## config.mk

```make
export PLATFORM = sky130hd
export DESIGN_NAME = prefetch_issue_queue
export DESIGN_NICKNAME = d
export VERILOG_FILES = /design/src/rtl/prefetch_issue_queue.sv
export SDC_FILE = /design/constraint.sdc
export NUM_CORES = 1
export LEC_CHECK = 0
export CAP_MARGIN = 0
export CELL_PAD_IN_SITES_DETAIL_PLACEMENT = 0
export CELL_PAD_IN_SITES_GLOBAL_PLACEMENT = 2
export CORE_MARGIN = 3
export CORE_UTILIZATION = 45
export CTS_CLUSTER_DIAMETER = 200
export DETAILED_ROUTE_END_ITERATION = 8
export GPL_ROUTABILITY_DRIVEN = 0
export HOLD_SLACK_MARGIN = 0.06
export PLACE_DENSITY_LB_ADDON = 0.1
export SLEW_MARGIN = 20
export SYNTH_ARGS = -nofsm -noshare
export SYNTH_HDL_FRONTEND = slang
export SYNTH_SLANG_ARGS = --single-unit
```

## constraint.sdc

```tcl
create_clock -name clk -period 4.5 [get_ports clk]
set_input_delay 0.9 -clock clk [delete_from_list [all_inputs] [get_ports clk]]
set_output_delay 0.9 -clock clk [all_outputs]
set_load 0.02 [all_outputs]
```

## src/rtl/prefetch_issue_queue.sv

```systemverilog
// Prefetch issue queue: buffers droppable prefetch requests and issues them below demand priority.
// Optional PF_DEDUP_EN drops requests whose line already sits valid in the queue.
module prefetch_issue_queue #(
    parameter int WIDTH     = 64,
    parameter int DEPTH     = 8,
    parameter int LOGLINE   = 6,
    parameter int CNT_WIDTH = 16
) (
    input  logic                 clk,
    input  logic                 rst_n,
    input  logic [WIDTH-1:0]     pf_address_i,
    input  logic                 pf_valid_i,
    output logic                 pf_ready_o,
    input  logic [WIDTH-1:0]     dmd_address_i,
    input  logic                 dmd_valid_i,
    output logic [WIDTH-1:0]     lo_address_o,
    output logic                 lo_valid_o,
    input  logic                 lo_ready_i,
    output logic [CNT_WIDTH-1:0] drop_cnt_o,
    output logic [CNT_WIDTH-1:0] issue_cnt_o
);
    localparam int PW = $clog2(DEPTH);
    localparam logic [PW:0] FULL_CNT = (PW+1)'(DEPTH);

    logic [WIDTH-1:0]     r_addr [DEPTH];
    logic [DEPTH-1:0]     r_v;
    logic [PW-1:0]        r_head;
    logic [PW-1:0]        r_tail;
    logic [PW:0]          r_count;
    logic [CNT_WIDTH-1:0] r_drop_cnt;
    logic [CNT_WIDTH-1:0] r_issue_cnt;

    logic                 w_nonempty;
    logic                 w_full;
    logic                 w_lo_valid;
    logic                 w_issue;
    logic                 w_pop;
    logic                 w_dup;
    logic                 w_dmd_hit_pf;
    logic                 w_accept;
    logic                 w_drop;
    logic [DEPTH-1:0]     w_cancel;

    always_comb begin
        w_nonempty   = (r_count != '0);
        w_full       = (r_count == FULL_CNT);
        w_lo_valid   = w_nonempty & r_v[r_head] & ~dmd_valid_i;
        w_issue      = w_lo_valid & lo_ready_i;
        // A cancelled head is retired silently, one dead entry per cycle.
        w_pop        = w_issue | (w_nonempty & ~r_v[r_head]);
        w_dmd_hit_pf = dmd_valid_i &
                       (pf_address_i[WIDTH-1:LOGLINE] == dmd_address_i[WIDTH-1:LOGLINE]);
        w_dup        = 1'b0;
        w_cancel     = '0;
        for (int i = 0; i < DEPTH; i++) begin
            w_cancel[i] = dmd_valid_i &
                          (r_addr[i][WIDTH-1:LOGLINE] == dmd_address_i[WIDTH-1:LOGLINE]);
`ifdef PF_DEDUP_EN
            if (r_v[i] && (r_addr[i][WIDTH-1:LOGLINE] == pf_address_i[WIDTH-1:LOGLINE]))
                w_dup = 1'b1;
`endif
        end
        // Full is judged on the registered count, so a same-cycle pop never admits a request.
        w_accept     = pf_valid_i & ~w_full & ~w_dmd_hit_pf & ~w_dup;
        w_drop       = pf_valid_i & ~w_accept;
    end

    always_ff @(posedge clk or negedge rst_n) begin
        if (!rst_n) begin
            for (int i = 0; i < DEPTH; i++) r_addr[i] <= '0;
            r_v         <= '0;
            r_head      <= '0;
            r_tail      <= '0;
            r_count     <= '0;
            r_drop_cnt  <= '0;
            r_issue_cnt <= '0;
        end else begin
            // Entries outside the live window always have v=0, so cancelling every match is safe.
            for (int i = 0; i < DEPTH; i++) begin
                if (w_cancel[i]) r_v[i] <= 1'b0;
            end
            if (w_pop) begin
                r_v[r_head] <= 1'b0;
                r_head      <= r_head + 1'b1;
            end
            if (w_accept) begin
                r_addr[r_tail] <= pf_address_i;
                r_v[r_tail]    <= 1'b1;
                r_tail         <= r_tail + 1'b1;
            end
            if (w_accept && !w_pop)
                r_count <= r_count + 1'b1;
            else if (!w_accept && w_pop)
                r_count <= r_count - 1'b1;
            if (w_drop && (r_drop_cnt != '1))
                r_drop_cnt <= r_drop_cnt + 1'b1;
            if (w_issue && (r_issue_cnt != '1))
                r_issue_cnt <= r_issue_cnt + 1'b1;
        end
    end

    assign pf_ready_o   = ~w_full;
    assign lo_valid_o   = w_lo_valid;
    assign lo_address_o = r_addr[r_head];
    assign drop_cnt_o   = r_drop_cnt;
    assign issue_cnt_o  = r_issue_cnt;

endmodule

```

==> impl_results.md <==
* Pwr Density at 819 nW/µm²
* Post_cts resized at 0
* Max Fanout on Critical Path at 52
* Seq/Total Area, Yosys at 0.445
* Number of global-route vias before repair at 24300
* Mean post-synth cell area at 12.9 µm²
* Post-synth top area share at 0.445
* Avg WL per Cell at 36.3 µm
* Asr flop ratio synth at 1.00
* Number of stages on the worst setup path at 4
* Max clock buf depth at 3
* Fin Hold WS at 0.328 ns
* Cell row count at 96
* Die height at 271 µm
* CTS buffer count at 66
* CP max stage delay at 0.68 ns
* Critical-path cell list: buf_12, mux4_2, mux2_2, clkdlybuf4s50_1
* Largest net degree at the start of global routing at 117
* Post-Layout Inst Area at 38700 µm²
* Failing checks: DRC
* Initial Utilization at 0.458
* Area Growth Syn to Fin at 22.3%
* Cell family with most CP delay: buffers and inverters
* Synth area leaders: dfrtp_1 (44%), mux2_1 (12%), mux4_2 (9.3%)
* Vias post-DR at 24100
* IO Pins at 231
* Synth Register Bits at 562
* Cell Area, Placed at 36500 µm²
* Status: finished, violations left
* Critical Path Slowest Stage Cell: dfrtp_4
* Grt ovf at 0
* Clock latency on the worst-skew pair at 0.62 ns
* FF-to-FF setup slack at 1.13 ns
* Routed Antenna Nets at 0
* Yosys cell types at 54
* Clock root cell: clkbuf_16
* Clock Sinks at 562
* Synth Instances at 2448
* Critical path buffers and inverters at 2
* Worst Path Required at 3.60 ns
* Nets at 2940
* Share of layout cells above drive strength 1 at 0.256
* Achievable clock frequency at 239 MHz
* Initial antenna violation count at 11
* Routed wire length at 137000 µm
* Max Cap Viol at 0
* Slew @ Worst Pin at 1.22 ns
* Period utilization at 0.931
* CP arrival at 3.29 ns
* DRC at 82
* Worst vdd ir at 502 µV
* Worst setup EP type: output pin
* H-tree levels at 3
* Port Buffers at 224
* Final worst path period need at 4.19 ns
* Relative slew slack at 0.180
* RSZ-0062 raised after global routing: no
* CTS Hold Bufs at 0
* R2R cell count at 13
* Die area at 73500 µm²
* Post-synth EDFFs at 0
* Core area at 69100 µm²
* CTS tree: done
* Setup Skew at 0.0244 ns
* Setup Buffers After CTS at 0
* Synth area leader: dfrtp_1
* Post-Syn Area at 31600 µm²
* Max-slew violations at 0
* Tot GR Track Use at 0.370
* Vias/cell at 6.38
* Worst Setup Start Kind: flip-flop
* 1st-iter DRT viols at 3098
* Drt first pass iters at 9
* Setup-failing EPs final at 0
* Final Hold Fails at 0
* Hpwl dp at 105000 µm
* Worst hold path type: input pin to asynchronous set/reset pin
* Crit Path Category: flip-flop to output pin
* Leakage power at 0.0160 µW
* Die Width at 271 µm
* Synth Flop Type: dfrtp_1
* First-pass GRT wire length at 191000 µm
* Reg clk slew, reported paths at 0.06 ns
* YS warnings at 0
* Syn Nets at 2589
[cell usage in the layout, fill, tap and decap left out, types with 5 or more instances in the layout]
cell type and n:
a21oi_1 5, a222oi_1 5, dfrtp_1 559, xor2_1 177, nor2_1 19, mux2_2 176, buf_4 229, clkbuf_16 67
mux2_1 335, a221oi_1 23, ha_1 7, o22ai_1 59, mux2_4 48, inv_1 112, nor3_1 15, mux2i_1 24
clkdlybuf4s50_1 223, nand4_1 80, o41ai_1 6, nand2b_1 11, mux4_2 130, a22o_1 17, clkbuf_1 15, nand3_1 25
nor4_1 71, o2bb2ai_1 12, xnor2_1 243, clkbuf_8 18, o21ai_0 5, buf_12 31, nand2_1 22
[synthesized netlist by cell type, types with 6 or more instances]
cell type  count
dfrtp_1      562
mux2_1       335
xnor2_1      243
xor2_1       177
mux2_2       176
mux4_2       130
inv_1        112
buf_2         93
nand4_1       80
clkbuf_1      74
nor4_1        71
o22ai_1       59
mux2_4        48
nand3_1       26
mux2i_1       24
a221oi_1      23
buf_1         23
nand2_1       22
nor2_1        21
a22o_1        17
nor3_1        16
o2bb2ai_1     12
nand2b_1      11
ha_1           7
buf_6          6
o41ai_1        6
[path summary, 6_finish.rpt]
kind	startpoint	endpoint
worst max-delay path	r_head[0]	lo_address_o[33]
worst min-delay path	rst_n	r_addr[50]
worst max register to register	r_head[0]	r_count[3]
worst min register to register	r_addr[5]	r_addr[5]
max in group asynchronous	rst_n	r_head[2]
min in group clk	r_addr[5]	r_addr[5]
[cells by family (layout without fill, tap and decap cells)]
logic type,count (synthesis),after routing,share of synthesized area
XOR/XNOR,420,420,0.116
buffers and inverters,317,714,0.0433
adder cells (fa/ha/maj),8,8,0.00340
other,0,4,0
flip-flops,562,562,0.445
multiplexers,713,713,0.305
AND/OR/NAND/NOR,268,268,0.0488
AO/OA/AOI/OAI,160,160,0.0383
[layer usage]
layer	track usage	share of wire	vias to the layer above
li1	-	-	9631
met1	0.471	0.38	12600
met2	0.535	0.43	1430
met3	0.125	0.11	441
met4	0.242	0.083	12
met5	0.000658	0.00059	-
[area by class of cell]
class / instances / area (µm²)
Antenna cell: 4 / 10.0
Clock buffer: 100 / 1980
Clock inverter: 14 / 185
Fill cell: 5780 / 30400
Inverter: 116 / 435
Multi-Input combinational cell: 1569 / 16200
Sequential cell: 562 / 14100
Tap cell: 931 / 1160
Timing Repair Buffer: 484 / 4590
[sequential cells by signal (all words and copies together), names as in the netlist]
| register | flops |
|---|---|
| r_addr | 512 |
| drop_cnt_o | 16 |
| issue_cnt_o | 16 |
| r_v | 8 |
| r_count | 4 |
| r_head | 3 |
| r_tail | 3 |
[stage by stage]
step	cells	TNS (ns)	setup WS [ns]	utilization	power [µW]
after floorplan	2448	0	0.838	-	18400
after global placement	3662	-7.25	-0.171	0.528	25400
after detailed placement	3662	-6.78	-0.164	0.528	25700
after CTS	3776	0	0.272	0.560	31200
after global routing	3776	0	0.205	0.560	32500
final	3780	0	0.313	0.560	31700
[power breakdown]
group          internal [µW]  total [µW]  switching, µW
registers               7530       10500           2950
clock network           3210        5450           2240
logic                   7510       15700           8210
total                  18300       31700          13400
No activity file was read; power rests on OpenSTA's default activity.
